### src/rtl/elbeth_load_store_unit_pkg.sv
// Shared encodings for the data-side load/store unit: access sizes, FSM states
// and the alignment rule applied to incoming requests.
package elbeth_load_store_unit_pkg;

  localparam logic [1:0] LSU_SIZE_B = 2'b00;
  localparam logic [1:0] LSU_SIZE_H = 2'b01;
  localparam logic [1:0] LSU_SIZE_W = 2'b10;

  localparam logic [1:0] LSU_IDLE   = 2'b00;
  localparam logic [1:0] LSU_ACCESS = 2'b01;
  localparam logic [1:0] LSU_WAIT   = 2'b10;
  localparam logic [1:0] LSU_DONE   = 2'b11;

  // The reserved size code is reported as misaligned so it never reaches memory.
  function automatic logic lsu_misaligned(input logic [1:0] size, input logic [1:0] lo);
    logic mis;
    case (size)
      LSU_SIZE_B: mis = 1'b0;
      LSU_SIZE_H: mis = lo[0];
      LSU_SIZE_W: mis = (lo != 2'b00);
      default:    mis = 1'b1;
    endcase
    return mis;
  endfunction

endpackage

### src/rtl/elbeth_lsu_align.sv
// Lane steering and byte strobes for stores; shift, truncate and extend for loads.
module elbeth_lsu_align
  import elbeth_load_store_unit_pkg::*;
(
  input  logic        st_we_i,
  input  logic [1:0]  st_size_i,
  input  logic [1:0]  st_lo_i,
  input  logic [31:0] st_wdata_i,
  output logic [31:0] st_data_o,
  output logic [3:0]  st_wr_o,
  input  logic [1:0]  ld_size_i,
  input  logic [1:0]  ld_lo_i,
  input  logic        ld_unsigned_i,
  input  logic [31:0] ld_raw_i,
  output logic [31:0] ld_data_o
);

  logic [31:0] shifted;

  always_comb begin
    st_data_o = st_wdata_i;
    st_wr_o   = 4'b0000;
    case (st_size_i)
      LSU_SIZE_B: begin
        st_data_o = {4{st_wdata_i[7:0]}};
        st_wr_o   = 4'b0001 << st_lo_i;
      end
      LSU_SIZE_H: begin
        st_data_o = {2{st_wdata_i[15:0]}};
        st_wr_o   = st_lo_i[1] ? 4'b1100 : 4'b0011;
      end
      LSU_SIZE_W: st_wr_o = 4'b1111;
      default:    st_wr_o = 4'b0000;
    endcase
    if (!st_we_i) st_wr_o = 4'b0000;
  end

  assign shifted = ld_raw_i >> {ld_lo_i, 3'b000};

  always_comb begin
    case (ld_size_i)
      LSU_SIZE_B: ld_data_o = {{24{~ld_unsigned_i & shifted[7]}}, shifted[7:0]};
      LSU_SIZE_H: ld_data_o = {{16{~ld_unsigned_i & shifted[15]}}, shifted[15:0]};
      default:    ld_data_o = shifted;
    endcase
  end

endmodule

### src/rtl/elbeth_load_store_unit.sv
// Data-side load/store unit: turns byte/half/word requests into word-addressed
// RAM port-B accesses, stalls the pipeline meanwhile, and flags bad addresses.
module elbeth_load_store_unit
  import elbeth_load_store_unit_pkg::*;
#(
  parameter int AW = 8
) (
  input  logic          clk,
  input  logic          rst,
  input  logic          ex_mem_req,
  input  logic          ex_mem_we,
  input  logic [1:0]    ex_mem_size,
  input  logic          ex_mem_unsigned,
  input  logic [31:0]   ex_mem_addr,
  input  logic [31:0]   ex_mem_wdata,
  output logic          lsu_stall,
  output logic          lsu_done,
  output logic [31:0]   lsu_rdata,
  output logic          lsu_exc_misaligned,
  output logic          lsu_exc_fault,
  output logic [31:0]   lsu_exc_addr,
  output logic          dmem_enable,
  output logic [AW-1:0] dmem_addr,
  output logic [31:0]   dmem_data_in,
  output logic [3:0]    dmem_wr,
  input  logic [31:0]   dmem_data_out,
  input  logic          dmem_ready
);

  logic [1:0]    state_q, state_d;
  logic          we_q, we_d, uns_q, uns_d;
  logic [1:0]    size_q, size_d, lo_q, lo_d;
  logic          en_q, en_d, done_q, done_d;
  logic [AW-1:0] addr_q, addr_d;
  logic [31:0]   din_q, din_d, rdata_q, rdata_d, xaddr_q, xaddr_d;
  logic [3:0]    wr_q, wr_d;
  logic          mis_q, mis_d, fault_q, fault_d;

  logic          req_mis, req_fault;
  logic [31:0]   st_data, ld_data;
  logic [3:0]    st_wr;

  assign req_mis   = lsu_misaligned(ex_mem_size, ex_mem_addr[1:0]);
  assign req_fault = (ex_mem_addr >> (AW + 2)) != 32'd0;

  elbeth_lsu_align u_align (
    .st_we_i       (ex_mem_we),
    .st_size_i     (ex_mem_size),
    .st_lo_i       (ex_mem_addr[1:0]),
    .st_wdata_i    (ex_mem_wdata),
    .st_data_o     (st_data),
    .st_wr_o       (st_wr),
    .ld_size_i     (size_q),
    .ld_lo_i       (lo_q),
    .ld_unsigned_i (uns_q),
    .ld_raw_i      (dmem_data_out),
    .ld_data_o     (ld_data)
  );

  // Enable, strobes, done and exception flags are single-cycle by default.
  always_comb begin
    state_d = state_q;
    we_d    = we_q;
    uns_d   = uns_q;
    size_d  = size_q;
    lo_d    = lo_q;
    addr_d  = addr_q;
    din_d   = din_q;
    rdata_d = rdata_q;
    xaddr_d = xaddr_q;
    en_d    = 1'b0;
    wr_d    = 4'b0000;
    done_d  = 1'b0;
    mis_d   = 1'b0;
    fault_d = 1'b0;
    case (state_q)
      LSU_IDLE: begin
        if (ex_mem_req) begin
          if (req_mis || req_fault) begin
            state_d = LSU_DONE;
            done_d  = 1'b1;
            mis_d   = req_mis;
            fault_d = req_fault;
            xaddr_d = ex_mem_addr;
          end else begin
            state_d = LSU_ACCESS;
            we_d    = ex_mem_we;
            uns_d   = ex_mem_unsigned;
            size_d  = ex_mem_size;
            lo_d    = ex_mem_addr[1:0];
            en_d    = 1'b1;
            wr_d    = st_wr;
            addr_d  = ex_mem_addr[AW+1:2];
            din_d   = st_data;
          end
        end
      end
      LSU_ACCESS: state_d = LSU_WAIT;
      LSU_WAIT: begin
        if (dmem_ready) begin
          state_d = LSU_DONE;
          done_d  = 1'b1;
          if (!we_q) rdata_d = ld_data;
        end
      end
      default: state_d = LSU_IDLE;
    endcase
  end

  always_ff @(posedge clk or negedge rst) begin
    if (!rst) begin
      state_q <= LSU_IDLE;
      we_q    <= 1'b0;
      uns_q   <= 1'b0;
      size_q  <= 2'b00;
      lo_q    <= 2'b00;
      en_q    <= 1'b0;
      addr_q  <= '0;
      din_q   <= 32'd0;
      wr_q    <= 4'b0000;
      done_q  <= 1'b0;
      rdata_q <= 32'd0;
      mis_q   <= 1'b0;
      fault_q <= 1'b0;
      xaddr_q <= 32'd0;
    end else begin
      state_q <= state_d;
      we_q    <= we_d;
      uns_q   <= uns_d;
      size_q  <= size_d;
      lo_q    <= lo_d;
      en_q    <= en_d;
      addr_q  <= addr_d;
      din_q   <= din_d;
      wr_q    <= wr_d;
      done_q  <= done_d;
      rdata_q <= rdata_d;
      mis_q   <= mis_d;
      fault_q <= fault_d;
      xaddr_q <= xaddr_d;
    end
  end

  assign lsu_stall          = ex_mem_req & (state_q != LSU_DONE);
  assign lsu_done           = done_q;
  assign lsu_rdata          = rdata_q;
  assign lsu_exc_misaligned = mis_q;
  assign lsu_exc_fault      = fault_q;
  assign lsu_exc_addr       = xaddr_q;
  assign dmem_enable        = en_q;
  assign dmem_addr          = addr_q;
  assign dmem_data_in       = din_q;
  assign dmem_wr            = wr_q;

endmodule

### config.mk
export PLATFORM = sky130hd
export DESIGN_NAME = elbeth_load_store_unit
export DESIGN_NICKNAME = d
export VERILOG_FILES = /design/src/rtl/elbeth_load_store_unit_pkg.sv /design/src/rtl/elbeth_lsu_align.sv /design/src/rtl/elbeth_load_store_unit.sv
export SDC_FILE = /design/constraint.sdc
export NUM_CORES = 1
export LEC_CHECK = 0
export ABC_AREA = 0
export CAP_MARGIN = 10
export CORE_ASPECT_RATIO = 0.8
export CORE_MARGIN = 2
export CORE_UTILIZATION = 44
export DETAILED_ROUTE_END_ITERATION = 6
export PLACE_DENSITY_LB_ADDON = 0.2
export SYNTH_ARGS = -nofsm -noshare
export SYNTH_HDL_FRONTEND = slang
export SYNTH_SLANG_ARGS = --single-unit
### constraint.sdc
create_clock -name clk -period 2.6 [get_ports clk]
set_input_delay 0.52 -clock clk [delete_from_list [all_inputs] [get_ports clk]]
set_output_delay 0.52 -clock clk [all_outputs]
set_load 0.005 [all_outputs]
==> results of run 1 <==
[cell families (layout without fill, tap and decap cells)]
logic type | after synthesis | count (layout) | synth area share [%]
buffers and inverters | 33 | 281 | 2.794
flip-flops | 120 | 120 | 54.52
AND/OR/NAND/NOR | 105 | 105 | 9.132
AO/OA/AOI/OAI | 62 | 62 | 7.065
adder cells (fa/ha/maj) | 4 | 4 | 0.9087
multiplexers | 127 | 127 | 25.58
[placed cells by master (no fill, tap or decap), types with 6 or more instances in the layout]
cell / synthesis / routed
sky130_fd_sc_hd__a21oi_1: 18 / 18
sky130_fd_sc_hd__a221o_1: 8 / 8
sky130_fd_sc_hd__and2_1: 8 / 8
sky130_fd_sc_hd__buf_12: 0 / 6
sky130_fd_sc_hd__buf_4: 4 / 25
sky130_fd_sc_hd__clkbuf_16: 0 / 17
sky130_fd_sc_hd__clkdlybuf4s50_1: 0 / 215
sky130_fd_sc_hd__dfrtp_1: 120 / 120
sky130_fd_sc_hd__inv_1: 6 / 6
sky130_fd_sc_hd__mux2_2: 100 / 100
sky130_fd_sc_hd__mux2i_1: 26 / 26
sky130_fd_sc_hd__nand2_1: 29 / 29
sky130_fd_sc_hd__nand3_1: 15 / 15
sky130_fd_sc_hd__nor2_1: 29 / 29
sky130_fd_sc_hd__nor4_1: 7 / 7
sky130_fd_sc_hd__o21ai_0: 23 / 23
[layout make-up]
class | count | area share [%]
Inverter | 6 | 0.2617
Multi-Input combinational cell | 298 | 27.38
Timing Repair Buffer | 246 | 28.59
Sequential cell | 120 | 34.90
Tap cell | 171 | 2.487
Clock buffer | 26 | 5.918
Clock inverter | 3 | 0.4653
[per-layer routing]
| metal | GRT usage (%) | routed length [um] | up-vias |
|---|---|---|---|
| met2 | 39.04 | 7480 | 166 |
| met4 | 6.988 | 228 | 0 |
| met3 | 8.591 | 1222 | 19 |
| li1 | - | - | 2098 |
| met5 | 0 | 0 | - |
| met1 | 33.38 | 6946 | 2184 |
[state kept, by name, summed over array words and instances (netlist names)]
signal and count:
lo_q 2, size_q 2, dmem_wr 4, lsu_rdata 32, dmem_addr 8, uns_q 1, lsu_exc_addr 32, we_q 1
lsu_exc_misaligned 1, state_q 2, dmem_data_in 32, dmem_enable 1, lsu_exc_fault 1, lsu_done 1
[synthesized netlist by cell type]
cell                        count  area (um2)
sky130_fd_sc_hd__nand4_1        1       6.260
sky130_fd_sc_hd__a31oi_1        1       6.260
sky130_fd_sc_hd__o211ai_1       1       7.510
sky130_fd_sc_hd__a221o_1        8       80.08
sky130_fd_sc_hd__and2_1         8       50.05
sky130_fd_sc_hd__o2bb2ai_1      1       8.760
sky130_fd_sc_hd__nor3_1         5       25.02
sky130_fd_sc_hd__o22ai_1        1       6.260
sky130_fd_sc_hd__mux2i_1       26       260.3
sky130_fd_sc_hd__nor2_1        29       108.9
sky130_fd_sc_hd__mux4_2         1       22.52
sky130_fd_sc_hd__inv_1          6       22.52
sky130_fd_sc_hd__clkbuf_1      15       56.30
sky130_fd_sc_hd__nand2b_1       3       18.77
sky130_fd_sc_hd__nand2_1       29       108.9
sky130_fd_sc_hd__nor4_4         1       21.27
sky130_fd_sc_hd__o41ai_1        1       8.760
sky130_fd_sc_hd__a22o_1         2       17.52
sky130_fd_sc_hd__o311ai_1       1       8.760
sky130_fd_sc_hd__o21ai_2        1       8.760
sky130_fd_sc_hd__buf_2          6       30.03
sky130_fd_sc_hd__nor2b_1        4       25.02
sky130_fd_sc_hd__dfrtp_1      120        3003
sky130_fd_sc_hd__buf_6          1       11.26
sky130_fd_sc_hd__a21oi_1       18       90.09
sky130_fd_sc_hd__o21ai_0       23       115.1
sky130_fd_sc_hd__or4_1          1       7.510
sky130_fd_sc_hd__a22oi_1        1       7.510
sky130_fd_sc_hd__buf_4          4       30.03
sky130_fd_sc_hd__nand3_1       15       75.07
sky130_fd_sc_hd__nor4_1         7       43.79
sky130_fd_sc_hd__buf_1          1       3.750
sky130_fd_sc_hd__mux2_2       100        1126
sky130_fd_sc_hd__or2_2          2       12.51
sky130_fd_sc_hd__o31a_1         1       8.760
sky130_fd_sc_hd__ha_1           4       50.05
sky130_fd_sc_hd__o21a_1         2       15.01
[worst max-delay path, stage by stage]
cell and delay, ns:
sky130_fd_sc_hd__clkdlybuf4s50_1 0.42, sky130_fd_sc_hd__nor4_1 0.46, sky130_fd_sc_hd__nand4_1 0.28, sky130_fd_sc_hd__nor3_2 0.26, sky130_fd_sc_hd__buf_4 0.19, sky130_fd_sc_hd__buf_12 0.16
sky130_fd_sc_hd__mux2_2 0.34
[final timing paths]
| kind | end | slack, ns | depth (start not counted) |
|---|---|---|---|
| max reg2reg | lsu_rdata[21] | 0.59 | 5 |
| min in group clk | lsu_rdata[3] | 0.48 | 2 |
| min | dmem_data_in[29] | 0.12 | 1 |
| min reg2reg | lsu_rdata[3] | 0.48 | 2 |
| max | dmem_data_in[0] | 0.25 | 7 |
| max in group asynchronous | dmem_enable | 1.83 | 2 |
[stage by stage]
step	setup slack, ns	hold slack (ns)	instance area [um2]
3_5_place_dp	-0.1955	0.4723	8055
2_1_floorplan	0.4388	0.2244	5508
5_1_grt	0.1212	0.1608	8605
4_1_cts	0.2145	0.1485	8605
6_report	0.2479	0.1165	8605
3_3_place_gp	-0.1783	0.4645	8055
[where the power goes]
group	internal (uW)	switching (uW)
Combinational	1520	852
Clock	1420	761
Sequential	2400	296
==> summary.md, run 1 <==
The synthesis-to-layout area growth is 56.22%, and the number of warnings reported in the yosys synthesis log is 0. The tools report the highest clock rate as 0.4252 GHz. The relative slew slack is 57.93%, and the post-layout net count is 797. After floorplanning, the core was divided into 36 placement rows. Vertical extent of the die: 104.1 um. At the pin with the least slew margin, the transition time is 0.6310 ns. The logs give 3003 um2 for the total area of sequential cells and 54.52% for the register area share after synthesis. Area of the die: 13430 um2. From left edge to right edge, the die measures 129.1 um. STA classifies the critical path startpoint as a primary input. The tree is rooted in a sky130_fd_sc_hd__clkbuf_16. TritonCTS built the clock tree. The tools report the number of instances resized during post-cts repair as 0.

The tools report the effective utilization at floorplan as 45.12%. For the multi-input combinational cell area, the log shows 2356 um2. Summing over every cut layer, the via total after detailed routing is 4467. The power density of the placed cells was 841.5 nW/um2. Startpoint of the worst register-to-register path: lo_q[0]. Buffers inserted to repair hold after CTS numbered 0.

The logs give 4 for the H-tree depth and 4 for the first-pass iteration count of the detailed router. Excluding fillers, the count of instances in the completed layout stands at 870. The final number of hold-violating endpoints is 0, and the standard cell core area is 12210 um2. The area of the mapped netlist is 5508 um2, and the worst setup skew after layout is 0.005597 ns.

STA puts the critical path data required time at 2.89 ns. The final design utilization came out at 70.49%. Setup repair after global routing left no endpoint under its margin. The critical path is of the primary input to flip-flop type. The run gives 940 as the count of fill cells added during filler insertion. In the synthesized netlist, the number of instances is 451. The path class of the tightest hold or removal check is primary input to asynchronous set/reset pin.

In this run the worst path has a maximum fanout of 17. The later pin in the worst-skew pair is clocked with a latency of 0.41 ns. For the final antenna diode count, the log shows 0. After clock tree synthesis, the clock-pin slew on the worst setup and hold paths is 0.05 ns. For this run the aggregate overflow at the end of global routing stands at 0. The number of design rule violations left after detail routing is 0.

The logs give 47 for the largest net degree at the start of global routing and 0.8255 for the final weighted congestion in routability-driven placement. The port buffer count was 216; the register bit total from synthesis was 120. The number of global-route vias before repair was 4745; the number of antenna-violating nets in the routed design was 0. The top-level I/O count was 217; the mean number of vias per cell was 5.134. The run gives 0 as the number of antenna violations at the first check in global routing. The total nets after synthesis is 559. In the global route stage, overall resource usage came out at 25.05%. The part of the cycle the worst path needs was 90.46%; the number of setup buffers added after CTS was 0. The tools report the origin of the worst setup path as ex_mem_addr[11]. The post-synthesis area per instance is 12.21 um2, and the number of distinct library cells after synthesis is 37. The first global-routing pass estimated 25.66 mm of wire. For this block, the routed nets add up to 15.88 mm of wire. For this design, the sink count on the clock tree is 120. After layout, the minimum clock period comes to 2.352 ns.

For this block, the initial DRC count from the detailed router was 253. The share of post-route cells with drive strength above 1 came out at 23.18%. In the final routed layout, each cell accounts on average for 18.25 um.

The worst endpoint data arrival time is 2.64 ns, and the max-slew violation total from the final report is 0. Counting tap cells, the placed design contains a total of 841 instances. The final-layout setup total negative slack came out at 0 ns. The peak ir drop on the vdd network was 578.5 uV. The logs give 0 for the number of maximum-capacitance violations and 7241 uW for the total power of the final layout.

The half-perimeter wire length after detailed placement was 11.99 mm. Setup violations remaining at the end of the flow were counted as 0. The flow ran to the end, and the final reports show no timing, DRC or antenna violations.

For the total leakage power, the log shows 0.003752 uW. Clock tree synthesis inserted a total of 17 buffers. STA classifies the critical path endpoint as a flip-flop.

No sink is reached through more buffers than the 2 on the longest clock path.
Note: power is estimated with default switching activity, not from simulation.
==> run 2: changes to the inputs <==
--- a/config.mk
+++ b/config.mk
@@ -12,6 +12,7 @@
 export CORE_UTILIZATION = 44
 export DETAILED_ROUTE_END_ITERATION = 6
 export PLACE_DENSITY_LB_ADDON = 0.2
+export SETUP_SLACK_MARGIN = 0.5
 export SYNTH_ARGS = -nofsm -noshare
 export SYNTH_HDL_FRONTEND = slang
 export SYNTH_SLANG_ARGS = --single-unit
==> summary.md, run 2 (synthesis results as in run 1) <==
The violation count after the first detailed-routing iteration was 353 (was 253). Origin of the worst setup path: dmem_data_out[23] (was ex_mem_addr[11]). The mean number of vias per cell is 5.241 (was 5.134).

The run gives 0.41 ns (about the same) as the clock latency reported for the late side of the worst-skew pair. The TritonCTS sink count was 120 (unchanged); the minimum period implied by the final worst setup slack was 2.074 ns (was 2.352 ns). For the final global-route overflow total, the log shows 0 (unchanged).

The run gives 801 (was 940) as the count of fill cells added during filler insertion. The number of global-route vias before repair was 5110 (was 4745); the critical path buffer and inverter count was 2 (was 3). The quantity of hold-fixing buffers added after cts is 0 (unchanged), and the wire length of the first global-routing pass is 27.97 mm (was 25.66 mm). Effective utilization at floorplan: 45.12% (unchanged). Final weighted congestion in routability-driven placement: 0.8380 (was 0.8255).

The synthesis-to-layout area growth is 66.90% (was 56.22%). The half-perimeter wire length after detailed placement is 11.84 mm (was 11.99 mm). The final design utilization came out at 75.31% (was 70.49%).

The deepest clock path buffer count was 2 (unchanged). The power density of the placed cells was 876.3 nW/um2 (was 841.5 nW/um2); the biggest fanout along the worst timing path was 7 (was 17). The transition time of the tightest slew-check pin was 0.5178 ns (was 0.6310 ns); the top-level I/O count was 217 (unchanged). The stage delay of the slowest cell on the critical path is 0.53 ns (was 0.46 ns), and the clock edge transition at the registers on the reported setup and hold paths is 0.05 ns (about the same). The logs give 818 (was 797) for the post-layout net count and 5936 uW (was 5333 uW) for the internal power of the cells. Highest clock rate: 0.4821 GHz (was 0.4252 GHz). The number of maximum-capacitance violations is 0 (unchanged), and the standard-cell row count is 36 (unchanged). The part of the cycle the worst path needs is 79.78% (was 90.46%), and the share of post-route cells with drive strength above 1 is 28.91% (was 23.18%). The path class of the lowest-slack min-delay path was primary input to asynchronous set/reset pin (unchanged).

The tools report the total power of the final layout as 8056 uW (was 7241 uW). The startpoint of the worst register-to-register path is lo_q[0] (unchanged). The type of the setup path with the least slack is primary input to flip-flop (unchanged).

The first-pass iteration count of the detailed router is 5 (was 4). The tools report the setup violation total in the final timing report as 0 (unchanged). The most common cell after layout, fill and taps aside was sky130_fd_sc_hd__clkdlybuf4s50_1 (unchanged). The run gives 12210 um2 (unchanged) as the standard cell core area. The portion of total power attributed to combinational logic is 34.0% (was 32.7%). The net load switching power came out at 2120 uW (was 1908 uW).

The net switching fraction of the power is 26.31% (was 26.36%). The critical path startpoint category was a primary input (unchanged). Worst reg2reg path endpoint: lsu_rdata[17] (was lsu_rdata[21]). For the area of the die, the log shows 13430 um2 (unchanged). Worst-path cell chain: clkdlybuf4s50_1 > mux2i_1 > mux4_2 > or4_4 > buf_4 > nand3_1 (was clkdlybuf4s50_1 > nor4_1 > nand4_1 > nor3_2 > buf_4 > buf_12 > mux2_2).

The width of the die was 129.1 um (unchanged); the total CTS buffers was 17 (unchanged). The run gives 473.3 uV (was 578.5 uV) as the peak ir drop on the vdd network. The tools report the number of design rule violations left after detail routing as 0 (unchanged). For the clock power share, the log shows 32.6% (was 30.1%). The run finished with clean final reports. The global router's overall resource usage came out at 27.33% (was 25.05%). Average wire length per cell after detail routing: 20.27 um (was 18.25 um). The vertical extent of the die came out at 104.1 um (unchanged). Setup slack of the most critical reg-to-reg path: 0.57 ns (was 0.59 ns). The run gives 0 (unchanged) as the number of antenna-violating nets in the routed design. The cell with the largest stage delay on the worst path is sky130_fd_sc_hd__or4_4 (was sky130_fd_sc_hd__nor4_1). The clock tree root driver cell was sky130_fd_sc_hd__clkbuf_16 (unchanged). Highest-count cells in the layout ignoring fill and taps: 186 x sky130_fd_sc_hd__clkdlybuf4s50_1, 119 x sky130_fd_sc_hd__dfrtp_1, 71 x sky130_fd_sc_hd__mux2_2, 31 x sky130_fd_sc_hd__buf_4, 29 x sky130_fd_sc_hd__mux2_4 (was 215 x sky130_fd_sc_hd__clkdlybuf4s50_1, 120 x sky130_fd_sc_hd__dfrtp_1, 100 x sky130_fd_sc_hd__mux2_2, 29 x sky130_fd_sc_hd__nor2_1, 29 x sky130_fd_sc_hd__nand2_1).

The tools report the via count as 4691 (was 4467). For the sequential group share of total power, the log shows 33.5% (was 37.2%). The number of cell instances on the worst register-to-register path is 5 (unchanged). The port buffer count is 216 (unchanged), and the max-slew violation total from the final report is 0 (unchanged). The required time reported for the critical path endpoint is 2.94 ns (was 2.89 ns), and the final number of hold-violating endpoints is 0 (unchanged). The H-tree depth is 4 (unchanged).

Nature of the critical path endpoint: a flip-flop (unchanged). The total leakage power was 0.004196 uW (was 0.003752 uW). The cell family with the largest share of critical-path delay was buffers and inverters (was simple AND/OR/NAND/NOR gates). TritonCTS built the clock tree. Setup repair after global routing left no endpoint under its margin. The path length in cells of the critical path came out at 6 (was 7).

The tools report the critical path capture point as lsu_rdata[17] (was dmem_data_in[0]). The run gives 2 (was 0) as the number of antenna violations at the first check in global routing. The run gives 2.41 ns (was 2.64 ns) as the worst endpoint data arrival time. Relative slew slack: 65.48% (was 57.93%). The run gives 0.006853 ns (was 0.005597 ns) as the worst setup skew after layout. The overall routed net length is 18.14 mm (was 15.88 mm).

Largest net degree at the start of global routing: 57 (was 47).
## run 2: per-stage QoR
stage / TNS [ns] / cell area, um2 / hold WS, ns / worst slack [ns] / cells
floorplan: 0 / 5513 / 0.2244 / 0.4995 / 451
global placement: -10.38 / 8016 / 0.4664 / -0.1809 / 840
detailed placement: -9.742 / 8016 / 0.4753 / -0.1885 / 840
CTS: 0 / 9082 / 0.09784 / 0.4800 / 892
global route: 0 / 9193 / 0.1156 / 0.4628 / 895
finish: 0 / 9193 / 0.08053 / 0.5257 / 895
## run 2: per-layer routing
layer / share of wire, % / GRT usage (%)
met5: 0.072 / 0
met4: 1.2 / 7.919
met3: 7.6 / 8.385
met2: 49 / 44.10
met1: 42 / 35.56
## run 2: power by group through the flow
stage	Clock [uW]	Combinational [uW]	Sequential, uW
global route	2740	2940	2750
floorplan	0	832	2720
detailed placement	0	2380	2710
global placement	0	2310	2670
CTS	2640	2660	2680
finish	2620	2740	2690
## run 2: repair_timing
| item | in CTS | in global routing |
|---|---|---|
| cloned | 7 | 0 |
| endpoints found under the setup margin | 84 | 96 |
| pin swaps | 8 | 11 |
| hold endpoints to repair | 0 | 0 |
| buffers inserted | 13 | 2 |
| resized for setup | 56 | 54 |
## run 2: worst register-to-register path, stage by stage (launching register included)
cell	delay (ns)
sky130_fd_sc_hd__dfrtp_2	0.48
sky130_fd_sc_hd__mux2i_1	0.18
sky130_fd_sc_hd__mux4_2	0.51
sky130_fd_sc_hd__or4_4	0.53
sky130_fd_sc_hd__buf_4	0.19
sky130_fd_sc_hd__nand3_1	0.08
## run 2: final cells by class
| cell class | instances | area [um2] | area share [%] |
|---|---|---|---|
| antenna | 1 | 2.502 | 0.02722 |
| sequential | 120 | 3004 | 32.68 |
| timing repair buffer | 267 | 2745 | 29.86 |
| inverter | 6 | 22.52 | 0.2450 |
| tap | 171 | 214.0 | 2.327 |
| clock buffer | 20 | 466.7 | 5.077 |
| multi-input combinational | 298 | 2541 | 27.64 |
| clock inverter | 12 | 196.4 | 2.137 |
## run 2: worst min path at each step
stage,startpoint,to,cells past startpoint
floorplan,rst,dmem_addr[0],0
global placement,lsu_rdata[6],lsu_rdata[6],2
detailed placement,lsu_rdata[3],lsu_rdata[3],2
CTS,rst,dmem_data_in[29],1
global route,rst,dmem_data_in[29],1
finish,rst,dmem_data_in[29],1
==> run 3: changes to the inputs <==
--- a/config.mk
+++ b/config.mk
@@ -9,7 +9,7 @@
 export CAP_MARGIN = 10
 export CORE_ASPECT_RATIO = 0.8
 export CORE_MARGIN = 2
-export CORE_UTILIZATION = 44
+export CORE_UTILIZATION = 40
 export DETAILED_ROUTE_END_ITERATION = 6
 export PLACE_DENSITY_LB_ADDON = 0.2
 export SETUP_SLACK_MARGIN = 0.5
==> constraint.sdc (replaced) <==
create_clock -name clk -period 1.75 [get_ports clk]
set_input_delay 0.35 -clock clk [delete_from_list [all_inputs] [get_ports clk]]
set_output_delay 0.35 -clock clk [all_outputs]
set_load 0.005 [all_outputs]
==> summary.md, run 3 (synthesis results as in run 1) <==
The instance count after placement with tap cells included was 859 (was 840); the final design utilization was 73.82% (was 75.31%). TritonCTS sink count: 120 (unchanged). The minimum period implied by the final worst setup slack is 1.896 ns. The stage delay of the slowest cell on the critical path works out to 0.51 ns (was 0.53 ns).

Most common cell after layout, fill and taps aside: sky130_fd_sc_hd__dfrtp_1 (was sky130_fd_sc_hd__clkdlybuf4s50_1). The biggest fanout along the worst timing path was 7 (unchanged); the worst endpoint data arrival time was 2.24 ns (was 2.41 ns). For the total leakage power, the log shows 0.004938 uW (was 0.004196 uW).

The top-level I/O count is 217 (unchanged), and the final antenna diode count is 0 (was 1). The share of post-route cells with drive strength above 1 was 55.95% (was 28.91%); the max-slew violation total from the final report was 0 (unchanged). The final number of hold-violating endpoints is 0 (unchanged), and the synthesis-to-layout area growth is 80.99% (was 66.90%).

Clock edge transition at the registers on the reported setup and hold paths: 0.05 ns (about the same). Setup repair after global routing could not meet its margin everywhere. The final weighted congestion in routability-driven placement was 0.8481 (was 0.8380); the wire length of the first global-routing pass was 28.14 mm (was 27.97 mm). The violation count after the first detailed-routing iteration was 246 (was 353); the effective utilization at floorplan was 40.79% (was 45.12%). Nature of the critical path endpoint: a flip-flop (unchanged).

The H-tree depth was 4 (unchanged); the area of the die was 14730 um2 (was 13430 um2). The final reports fail on setup timing. Highest-count cells in the layout ignoring fill and taps: 118 x sky130_fd_sc_hd__dfrtp_1, 93 x sky130_fd_sc_hd__buf_4, 82 x sky130_fd_sc_hd__buf_2, 76 x sky130_fd_sc_hd__mux2_4, 75 x sky130_fd_sc_hd__clkdlybuf4s50_1 (was 186 x sky130_fd_sc_hd__clkdlybuf4s50_1, 119 x sky130_fd_sc_hd__dfrtp_1, 71 x sky130_fd_sc_hd__mux2_2, 31 x sky130_fd_sc_hd__buf_4, 29 x sky130_fd_sc_hd__mux2_4). The part of the cycle the worst path needs was 108.4%. The worst setup skew after layout came out at 0.008021 ns (was 0.006853 ns). The run gives 0 (was 2) as the number of antenna violations at the first check in global routing.

The multi-input combinational cell area was 2964 um2 (was 2541 um2). The type of the setup path with the least slack was flip-flop to flip-flop (was primary input to flip-flop). The total area of sequential cells was 3005 um2 (was 3004 um2); the final-layout setup total negative slack was -4.657 ns (was 0 ns).

The vertical extent of the die is 109.0 um (was 104.1 um), and the total CTS buffers is 17 (unchanged). The tools report the clock tree root driver cell as sky130_fd_sc_hd__clkbuf_16 (unchanged). The half-perimeter wire length after detailed placement came out at 11.77 mm (was 11.84 mm). The logs give 0.1711 ns (was 0.08053 ns) for the worst hold slack after final layout and 81 (was 0) for the setup violation total in the final timing report. The peak ir drop on the vdd network came out at 682.4 uV (was 473.3 uV). The count of fill cells added during filler insertion was 875 (was 801); the port buffer count was 216 (unchanged). Global router's overall resource usage: 25.30% (was 27.33%).

Path class of the lowest-slack min-delay path: primary input to flip-flop (was primary input to asynchronous set/reset pin). The width of the die is 135.2 um (was 129.1 um), and the required time reported for the critical path endpoint is 2.10 ns (was 2.94 ns). The mean number of vias per cell came out at 5.074 (was 5.241). The overall routed net length was 19.82 mm (was 18.14 mm). The logs give 0 (unchanged) for the number of maximum-capacitance violations and 5 (unchanged) for the first-pass iteration count of the detailed router.

The number of antenna-violating nets in the routed design was 0 (unchanged). The standard-cell row count is 38 (was 36), and the standard cell core area is 13500 um2 (was 12210 um2). TritonCTS built the clock tree.

The deepest clock path buffer count is 2 (unchanged). The cell with the largest stage delay on the worst path is sky130_fd_sc_hd__mux4_2 (was sky130_fd_sc_hd__or4_4). The number of global-route vias before repair is 5050 (was 5110), and the transition time of the tightest slew-check pin is 0.6128 ns (was 0.5178 ns). The via count was 5049 (was 4691). The power density of the placed cells is 1231 nW/um2 (was 876.3 nW/um2). The largest net degree at the start of global routing was 53 (was 57). Count of placed standard cells in the final layout, fillers left out: 995 (was 895). The run finished, with violations left.

Average wire length per cell after detail routing: 19.92 um (was 20.27 um). The tools report the number of design rule violations left after detail routing as 0 (unchanged). The tools report the highest clock rate as 0.5273 GHz. The logs give 58.97% (was 65.48%) for the relative slew slack and 911 (was 818) for the post-layout net count. For the worst path setup slack after routing, the log shows -0.1465 ns (was 0.5257 ns). Worst-path cell chain: mux2i_1 > mux4_2 > or4_4 > buf_6 > nand3_2 (was clkdlybuf4s50_1 > mux2i_1 > mux4_2 > or4_4 > buf_4 > nand3_1). The critical path startpoint category was a flip-flop (was a primary input). The clock latency reported for the late side of the worst-skew pair is 0.41 ns (about the same). Final global-route overflow total: 0 (unchanged).
==> run 3: layer usage <==
| metal | vias up | track usage (%) | share of wire, % |
|---|---|---|---|
| met5 | - | 0 | 0 |
| met4 | 0 | 10.12 | 1.5 |
| met2 | 198 | 40.07 | 50 |
| met1 | 2501 | 32.89 | 42 |
| li1 | 2328 | - | - |
| met3 | 22 | 7.438 | 6.7 |
==> run 3: cell type report <==
| cell class | instances | share of cell area, % |
|---|---|---|
| inverter | 6 | 0.2761 |
| timing repair buffer | 360 | 31.82 |
| tap | 180 | 2.259 |
| clock inverter | 8 | 0.9665 |
| clock buffer | 23 | 4.795 |
| multi-input combinational | 298 | 29.74 |
| sequential | 120 | 30.15 |
==> run 3: timing repair <==
action | in CTS | in global routing
pin swaps | 18 | 7
gates resized for setup | 313 | 268
setup buffers | 21 | 69
setup endpoints to repair | 232 | 231
hold endpoints to repair | 20 | 0
hold buffers | 1 | 0
cloned | 8 | 6
==> run 3: power by group <==
part / switching, uW / internal [uW]
Combinational: 1880 / 2950
Clock: 1250 / 2190
Sequential: 431 / 3560
==> run 3: worst paths after layout <==
check	from	endpoint	slack [ns]	cells past startpoint
worst max-delay path	lo_q[0]	lsu_rdata[16]	-0.15	5
min in group asynchronous	rst	lsu_exc_addr[5]	0.38	2
worst min register to register	lsu_rdata[0]	lsu_rdata[0]	0.48	2
worst min-delay path	ex_mem_addr[30]	lsu_exc_addr[30]	0.17	2
worst max register to register	lo_q[0]	lsu_rdata[16]	-0.15	5
max in group asynchronous	rst	state_q[1]	0.76	3
==> run 3: worst max-delay path: cells and delay by family (launching register included) <==
| kind | cells | cell delay (ns) |
|---|---|---|
| muxes | 2 | 0.68 |
| buffers and inverters | 1 | 0.17 |
| DFF | 1 | 0.46 |
| and+or+nand+nor | 2 | 0.52 |
==> run 3: stage by stage <==
stage / setup WS (ns) / power, uW / area [um2]
detailed placement: -0.7807 / 7812 / 8323
finish: -0.1465 / 12270 / 9968
floorplan: -0.1430 / 5473 / 5778
global placement: -0.7356 / 7667 / 8323
global route: -0.1727 / 12870 / 9968
CTS: -0.09511 / 11890 / 9474
